$ cat config.mk
export PLATFORM = sky130hd
export DESIGN_NAME = regfile_sb
export DESIGN_NICKNAME = d
export VERILOG_FILES = /design/src/rtl/regfile_pkg.sv /design/src/rtl/regfile_scoreboard.sv /design/src/rtl/regfile_sb.sv
export SDC_FILE = /design/constraint.sdc
export NUM_CORES = 2
export LEC_CHECK = 0
export CAP_MARGIN = 10
export CORE_MARGIN = 2
export CORE_UTILIZATION = 63
export CTS_CLUSTER_SIZE = 10
export DETAILED_ROUTE_END_ITERATION = 10
export HOLD_SLACK_MARGIN = 0.15
export PLACE_DENSITY_LB_ADDON = 0.15
export SYNTH_ARGS = -nofsm -noshare
export SYNTH_HDL_FRONTEND = slang
export SYNTH_SLANG_ARGS = --single-unit
$ cat constraint.sdc
create_clock -name clk_i -period 2.96 [get_ports clk_i]
set_input_delay 0.592 -clock clk_i [delete_from_list [all_inputs] [get_ports clk_i]]
set_output_delay 0.592 -clock clk_i [all_outputs]
set_load 0.005 [all_outputs]
$ cat src/rtl/regfile_pkg.sv
// Shared register-file definitions used by regfile, decode and writeback.
package regfile_pkg;
    localparam int DATA_W_DEF = 32;
    localparam int ADDR_W_DEF = 5;
    localparam int CNT_W_DEF  = 2;

    typedef logic [ADDR_W_DEF-1:0] reg_addr_t;
endpackage

$ cat src/rtl/regfile_scoreboard.sv
// Per-register pending-producer counters, issue acceptance and operand busy flags.
module regfile_scoreboard
    import regfile_pkg::*;
#(
    parameter int ADDR_W   = ADDR_W_DEF,
    parameter int CNT_W    = CNT_W_DEF,
    parameter bit ZERO_REG = 1'b1,
    parameter bit BYPASS   = 1'b1
) (
    input  logic              clk_i,
    input  logic              rst_ni,
    input  logic              we_i,
    input  logic [ADDR_W-1:0] waddr_i,
    input  logic              wb_retire_i,
    input  logic [ADDR_W-1:0] raddr1_i,
    input  logic [ADDR_W-1:0] raddr2_i,
    input  logic              issue_valid_i,
    input  logic [ADDR_W-1:0] issue_rd_i,
    output logic              rs1_busy_o,
    output logic              rs2_busy_o,
    output logic              issue_ready_o
);
    localparam int DEPTH = 2**ADDR_W;
    localparam logic [CNT_W-1:0] CNT_MAX = '1;
    localparam logic [CNT_W-1:0] CNT_ONE = CNT_W'(1);

    logic [DEPTH-1:0][CNT_W-1:0] pend_q, pend_d;
    logic [DEPTH-1:0]            inc, dec;
    logic                        rd_zero, issue_fire, retire;
    logic                        fwd1, fwd2;

    assign rd_zero       = ZERO_REG && (issue_rd_i == '0);
    assign issue_ready_o = rst_ni && ((pend_q[issue_rd_i] != CNT_MAX) || rd_zero);
    assign issue_fire    = issue_valid_i && issue_ready_o;
    assign retire        = we_i && wb_retire_i;

    for (genvar r = 0; r < DEPTH; r++) begin : g_cnt
        assign inc[r] = issue_fire && !rd_zero && (issue_rd_i == ADDR_W'(r));
        assign dec[r] = retire && (waddr_i == ADDR_W'(r)) && (pend_q[r] != '0);
    end

    always_comb begin
        pend_d = pend_q;
        for (int r = 0; r < DEPTH; r++) begin
            if (inc[r] && !dec[r])      pend_d[r] = pend_q[r] + 1'b1;
            else if (dec[r] && !inc[r]) pend_d[r] = pend_q[r] - 1'b1;
        end
    end

    always_ff @(posedge clk_i or negedge rst_ni) begin
        if (!rst_ni) pend_q <= '0;
        else         pend_q <= pend_d;
    end

    // A retire of the last producer is forwarded, so the operand is not busy.
    assign fwd1 = BYPASS && retire && (waddr_i == raddr1_i) && (pend_q[raddr1_i] == CNT_ONE);
    assign fwd2 = BYPASS && retire && (waddr_i == raddr2_i) && (pend_q[raddr2_i] == CNT_ONE);

    assign rs1_busy_o = !(ZERO_REG && raddr1_i == '0) && (pend_q[raddr1_i] != '0) && !fwd1;
    assign rs2_busy_o = !(ZERO_REG && raddr2_i == '0) && (pend_q[raddr2_i] != '0) && !fwd2;
endmodule

$ cat src/rtl/regfile_sb.sv
// Two-read/one-write register file with write bypass and pending-write scoreboard.
module regfile_sb
    import regfile_pkg::*;
#(
    parameter int DATA_W   = DATA_W_DEF,
    parameter int ADDR_W   = ADDR_W_DEF,
    parameter int CNT_W    = CNT_W_DEF,
    parameter bit ZERO_REG = 1'b1,
    parameter bit BYPASS   = 1'b1
) (
    input  logic              clk_i,
    input  logic              rst_ni,
    input  logic              we_i,
    input  logic [ADDR_W-1:0] waddr_i,
    input  logic [DATA_W-1:0] wdata_i,
    input  logic              wb_retire_i,
    input  logic [ADDR_W-1:0] raddr1_i,
    input  logic [ADDR_W-1:0] raddr2_i,
    output logic [DATA_W-1:0] rdata1_o,
    output logic [DATA_W-1:0] rdata2_o,
    output logic              rs1_busy_o,
    output logic              rs2_busy_o,
    input  logic              issue_valid_i,
    input  logic [ADDR_W-1:0] issue_rd_i,
    output logic              issue_ready_o
);
    localparam int DEPTH = 2**ADDR_W;

    logic [DEPTH-1:0][DATA_W-1:0] mem_q;
    logic                         wr_en;
    logic                         byp1, byp2;

    assign wr_en = we_i && !(ZERO_REG && waddr_i == '0);

    always_ff @(posedge clk_i or negedge rst_ni) begin
        if (!rst_ni)    mem_q <= '0;
        else if (wr_en) mem_q[waddr_i] <= wdata_i;
    end

    assign byp1 = BYPASS && rst_ni && wr_en && (waddr_i == raddr1_i);
    assign byp2 = BYPASS && rst_ni && wr_en && (waddr_i == raddr2_i);

    assign rdata1_o = (ZERO_REG && raddr1_i == '0) ? '0 : byp1 ? wdata_i : mem_q[raddr1_i];
    assign rdata2_o = (ZERO_REG && raddr2_i == '0) ? '0 : byp2 ? wdata_i : mem_q[raddr2_i];

    regfile_scoreboard #(
        .ADDR_W  (ADDR_W),
        .CNT_W   (CNT_W),
        .ZERO_REG(ZERO_REG),
        .BYPASS  (BYPASS)
    ) u_sb (
        .clk_i        (clk_i),
        .rst_ni       (rst_ni),
        .we_i         (we_i),
        .waddr_i      (waddr_i),
        .wb_retire_i  (wb_retire_i),
        .raddr1_i     (raddr1_i),
        .raddr2_i     (raddr2_i),
        .issue_valid_i(issue_valid_i),
        .issue_rd_i   (issue_rd_i),
        .rs1_busy_o   (rs1_busy_o),
        .rs2_busy_o   (rs2_busy_o),
        .issue_ready_o(issue_ready_o)
    );
endmodule

# --- Word-level counts from Yosys, hierarchy flattened ---
# Index checks and enable logic that the tools add are counted.
op_classes:
  n_eq_ne: 67
  magnitude_cmp: 5
  add_sub_neg: 64
  muxes: 81
  n_reduce_logical: 318
op_table:
  columns: ["cell", "count"]
  rows:
  - ["$bwmux 1024", 1]
  - ["$bmux 32 s5", 2]
  - ["$mux 32", 7]
  - ["$logic_and 1x1->1", 177]
  - ["$demux 32 s5", 1]
  - ["$eq 5x5->1 const B", 32]
  - ["$mux 2", 67]
  - ["$reduce_bool 2->1", 66]
  - ["$eq 5x4->1 const B", 16]
  - ["$logic_not 1->1", 70]
  - ["$add 2x1->2 const B", 32]
  - ["$sub 2x1->2 const B", 32]
  - ["$eq 5x3->1 const B", 8]
  - ["$bmux 2 s5", 3]
  - ["$lt 5x6->1 const B", 4]
  - ["$eq 5x2->1 const B", 4]
  - ["$logic_not 5->1", 4]
  - ["$eq 5x1->1 const B", 2]
  - ["$eq 5x5->1", 2]
  - ["$ge 5x1->1 const B", 1]
  - ["$eq 2x1->1 const B", 2]
  - ["$ne 2x2->1 const B", 1]
  - ["$logic_or 1x1->1", 1]
totals:
  reg_bits: 1088
  word_cells: 599
  out_inout_bits: 67
  in_bits: 57

# --- Depth between registers and ports, before layout ---
depth:
  word_depth: 12
  depth_mapped: 12
  depth_no_buf: 9

# --- Cells and area by module ---
# Synthesis repeated with hierarchy kept, for this count alone.
hier_totals:
  hier_cells: 4489
  area_unflattened_um2: 60714.5
by_module_without_submodules:
  columns: ["mod", "cells_each", "area_each_um2", "instances", "seq_area_each_um2"]
  rows:
  - ["regfile_sb", 3980, 55314.3, 1, 25624.6]
  - ["regfile_scoreboard", 509, 5400.2, 1, 1601.5]

# --- Least setup slack after synthesis ---
# Ideal clock, no wire load.
synth_timing:
  kind: "input -> output"
  startpoint: "input port raddr1_i[1]"
  endpoint: "output port rdata1_o[13]"
  cell_stages: 7
  setup_slack_ns: 0.089
  arrival_time_ns: 2.279
  required_time_ns: 2.368
  n_path_buf: 3
  cell_sequence: "buf_2 clkbuf_1 clkbuf_1 mux4_2 a211oi_1 nor3_1 a221o_1"
synth_between:
  elab_chain_len: 4
  elab_cells_between_ends: 7
  cone_classes: "eq/ne: 1; mux: 4; reduce/logical: 2"
synth_rtl:
  columns: ["item", "line", "source"]
  rows:
  - ["start, declared", "regfile_sb.sv:17", "input logic [ADDR_W-1:0] raddr1_i,"]
  - ["$bmux 32 s5 / $eq 5x5->1 (equally long branches)", "regfile_sb.sv:43, regfile_sb.sv:40", null]
  - ["$mux 32 (not written as such) / $logic_and 1x1->1 (equally long branches)", "regfile_sb.sv:43, regfile_sb.sv:40", null]
  - ["$mux 32", "regfile_sb.sv:43", "assign rdata1_o = (ZERO_REG && raddr1_i == '0) ? '0 : byp1 ? wdata_i : mem_q[raddr1_i];"]
  - ["$mux 32 *", "regfile_sb.sv:43", null]
  - ["end, declared", "regfile_sb.sv:19", "output logic [DATA_W-1:0] rdata1_o,"]
# Every way passes the cells marked *; elsewhere a longest branch is shown, timed or not. The select of a mux whose other input is x is not followed.

# --- Final worst setup path ---
layout_timing:
  startpoint: "input port raddr2_i[3]"
  endpoint: "output port rdata2_o[18]"
layout_between:
  elab_chain_len: 4
  elab_cells_between_ends: 7
  cone_classes: "eq/ne: 1; mux: 4; reduce/logical: 2"
layout_rtl:
  columns: ["item", "line", "source"]
  rows:
  - ["start, declared", "regfile_sb.sv:18", "input logic [ADDR_W-1:0] raddr2_i,"]
  - ["$bmux 32 s5 / $eq 5x5->1 (equally long branches)", "regfile_sb.sv:44, regfile_sb.sv:41", null]
  - ["$mux 32 (not written as such) / $logic_and 1x1->1 (equally long branches)", "regfile_sb.sv:44, regfile_sb.sv:41", null]
  - ["$mux 32", "regfile_sb.sv:44", "assign rdata2_o = (ZERO_REG && raddr2_i == '0) ? '0 : byp2 ? wdata_i : mem_q[raddr2_i];"]
  - ["$mux 32 *", "regfile_sb.sv:44", null]
  - ["end, declared", "regfile_sb.sv:20", "output logic [DATA_W-1:0] rdata2_o,"]
# Marked as above.

==> impl_metrics.csv <==
group,metric,value,unit
status,status,"finished, violations left",
status,violations,"negative setup slack",
die,start_util,63.79,%
critical_path,cp_num_cells,11,
pwr,pwr-share-seq,43.1,%
synth,synth_area,60790,um^2
die,die_y,314.6,um
placement,placed_cells,6001,
routing,wl_met2,100600,um
cts,root_buffer,"clkbuf_16",
critical_path,r2r_end,"u_sb.pend_q[3]",
routing,via_per_inst,7.534,
placement,io_buffers,123,
critical_path,crit_top_cell,"buf_12",
critical_path,crit_family,"buffers and inverters",
synth,synth_warnings,0,
global_routing,grt.overflow.total,0,
final_layout,seqCellArea,27250,um^2
pwr,p_leak,34.76,nW
critical_path,crit_path_end_kind,"output pin",
synth,synth-seq-cells,1088,
placement,gp_congestion,0.9113,
synth,synth_top_area_share,44.79,%
die,io_pins,124,
critical_path,slowest_stage,"a2111o_1",
sta,min_period_over_period,113.7,%
routing,wl_per_cell,35.74,um
die,fp-row-count,113,
critical_path,crit_fanout,4,
synth,synth_nets,4590,
routing,routed_wl,229300,um
placement,place_ws,-1.127,ns
global_routing,antenna_found_initial,9,
sta,period_minus_slack,3.365,ns
final_layout,fill_cells,4762,
cts,cts_tree,"done",
synth,synth_top_area_cell,"dfrtp_1",
cts,cts-htree-levels,4,
synth,synth_edf_count,0,
critical_path,path_class,"input port to output pin",
cts,clock_latency,0.77,ns
sta,fmax,297.2,MHz
synth,avgSynthCellArea,13.51,um^2
pwr,p_switching,15.10,mW
sta,max_slew_margin,31.94,%
cts,cts.sinks,1088,
critical_path,cp.arrival,2.77,ns
min_path,min_path_type,"flip-flop to flip-flop",
die,core,95290,um^2
die,fp.dieW,314.6,um
synth,synth_most_common_cell,"dfrtp_1",
routing,drt_iter0_markers,6290,
synth,synth_commonest_cells,"dfrtp_1 (1,088), mux2_1 (695), mux2i_1 (458)",
placement,hpwlAfterDp,126800,um
critical_path,start_kind,"input port",
critical_path,worstSetupStartpoint,"raddr2_i[3]",
synth,async_flop_share,100.0,%
pwr,p_per_area,620.6,nW/um^2
final_layout,finalNonFillerCells,6414,
sta,rsz0062_at_grt,"yes",
critical_path,critPathBufInv,6,
cts,cts.path.max_buffers,3,
synth,yosysSeqAreaShare,44.79,%
critical_path,endpoint,"rdata2_o[18]",
routing,vias,48320,
pwr,intPower,33.22,mW
routing,topRoutingLayerUsed,"met5",
final_layout,drive_gt1_share,40.73,%
cts,cts.clk_slew.worst_paths,0.05,ns
critical_path,regToRegSetupSlack,0.46,ns
global_routing,grtUsageTotal,44.80,%
synth,netlist-cell-type-count,63,
pwr,vdd_ir_drop_max,532.9,uV
final_layout,layout.nets,5189,
routing,ant_nets,0,
sta,tightest_slew,1.016,ns
critical_path,worstPathRequired,2.37,ns
final_layout,multi_input_area,33930,um^2
global_routing,grt_max_degree,150,
pwr,swShare,31.24,%
cts,numCtsBuffers,130,
critical_path,crit_path_max_incr_delay,0.46,ns
final_layout,post-route-util,81.70,%
synth,post_synth_inst_count,4501,
critical_path,worstPathCellList,"clkdlybuf4s15_2 > xnor2_4 > nand4_1 > buf_6 > o21ai_4 > buf_12 > buf_12 > buf_8 > a21oi_2 > a2111o_1 > buf_2",
critical_path,r2r_cells,10,
sta,hold_viol,0,
final_layout,syn2layout_area_growth,28.07,%
die,die_area,99000,um^2
synth,synth_area_leaders,"dfrtp_1 (45%), mux2_1 (13%), mux4_2 (12%)",
run,cap_viol_max_count,0,
routing,wl_met1,77990,um
pwr,comb_power_share,26.3,%
global_routing,grt_pass1_wl,325100,um
critical_path,worstReg2RegStart,"u_sb.pend_q[10]",
pwr,clock_power_share,30.6,%
global_routing,first_global_vias,49500,
sta,finClkSkew,0.01883,ns
synth,synth_top_flop_cell,"dfrtp_1",
sta,fin_ws,-0.4047,ns
sta,drv_slew,0,
routing,met3_length,30160,um
routing,drc_errors,0,
routing,first_pass_iters,7,
sta,setup_viol,67,
sta,finalHoldWorstSlack,0.3984,ns
-- cell families (layout without fill, tap and decap cells) --
kind of cell             after synthesis  after routing  share of synthesized area (%)
AO/OA/AOI/OAI                        647            647                          8.218
XOR/XNOR                             104            104                          1.498
adder cells (fa/ha/maj)               32             32                         0.6586
buffers and inverters                494           1134                          4.011
flip-flops                          1088           1088                          44.79
multiplexers                        1778           1778                          38.01
other                                  0              8                              0
AND/OR/NAND/NOR                      358            358                          2.816
-- registers in the layout, indices dropped and copies added, names as in the netlist --
register	count
mem_q	1024
u_sb.pend_q	64
-- worst min-delay path by stage --
stage               from  depth (start not counted)         to  slack (ns)
6_report       mem_q[29]                          0  mem_q[29]        0.40
5_1_grt        mem_q[13]                          0  mem_q[13]        0.41
4_1_cts        mem_q[13]                          0  mem_q[13]        0.40
3_5_place_dp   mem_q[29]                          0  mem_q[29]        0.39
3_3_place_gp   mem_q[21]                          0  mem_q[21]        0.38
2_1_floorplan     rst_ni                          0   mem_q[0]        0.30
-- cell usage in the layout, fill, tap and decap left out, types with 19 or more instances in the layout --
master,instances
a221oi_1,117
buf_6,63
mux2_2,300
o211ai_1,38
a22oi_1,61
buf_2,66
a211oi_2,36
o21ai_1,19
mux2i_2,22
mux4_2,325
clkbuf_16,143
buf_8,27
xor2_1,62
a221oi_4,19
clkdlybuf4s50_1,37
mux2_1,695
a21oi_1,49
ha_1,32
buf_12,224
buf_4,483
nor2_4,40
nand2_1,71
mux2i_1,424
xnor2_1,32
dfrtp_1,1067
a2111o_1,32
nand3_1,26
a211oi_4,26
o21bai_1,30
buf_16,34
a221oi_2,49
dfrtp_2,21
a221o_1,40
a21oi_2,26
nor2_1,94
a22oi_2,29
-- layout make-up --
class,instances,area share (%)
multi-input cells,2919,43.59
flip-flops and latches,1088,35.00
repair buffers,955,14.57
clock buffers,160,4.561
well taps,1265,2.033
clock inverters,13,0.1848
inverters,6,0.03536
diodes,8,0.02571
-- metal layers --
metal | track usage [%] | up-vias
met5 | 0 | -
met4 | 31.74 | 12
met3 | 13.30 | 1341
met2 | 66.65 | 3899
met1 | 56.41 | 24490
li1 | - | 18580
-- what timing repair did --
action                                  in CTS  in global routing
resized for setup                          752                240
setup buffers                              162                 57
cloned                                      29                 10
endpoints found under the hold margin       16                  0
pin swaps                                  177                127
hold buffers                                 1                  0
endpoints found under the setup margin      67                111
-- stage by stage --
| step | instance area (um^2) | TNS (ns) | total power, mW |
|---|---|---|---|
| 2_1_floorplan | 60790 | 0 | 26.87 |
| 3_3_place_gp | 68320 | -79.91 | 30.40 |
| 3_5_place_dp | 68320 | -89.76 | 30.94 |
| 4_1_cts | 76250 | -8.374 | 46.84 |
| 5_1_grt | 77840 | -16.48 | 49.79 |
| 6_report | 77850 | -16.02 | 48.32 |
-- power by group through the flow --
stage / registers [mW] / clock network (mW) / logic [mW]
after CTS: 20.5 / 14.7 / 11.7
after global placement: 20.5 / 0 / 9.88
after floorplan: 19.9 / 0 / 6.95
after global routing: 21.1 / 15.4 / 13.3
after detailed placement: 20.8 / 0 / 10.2
final: 20.8 / 14.8 / 12.7
(Power assumes the default switching activity.)
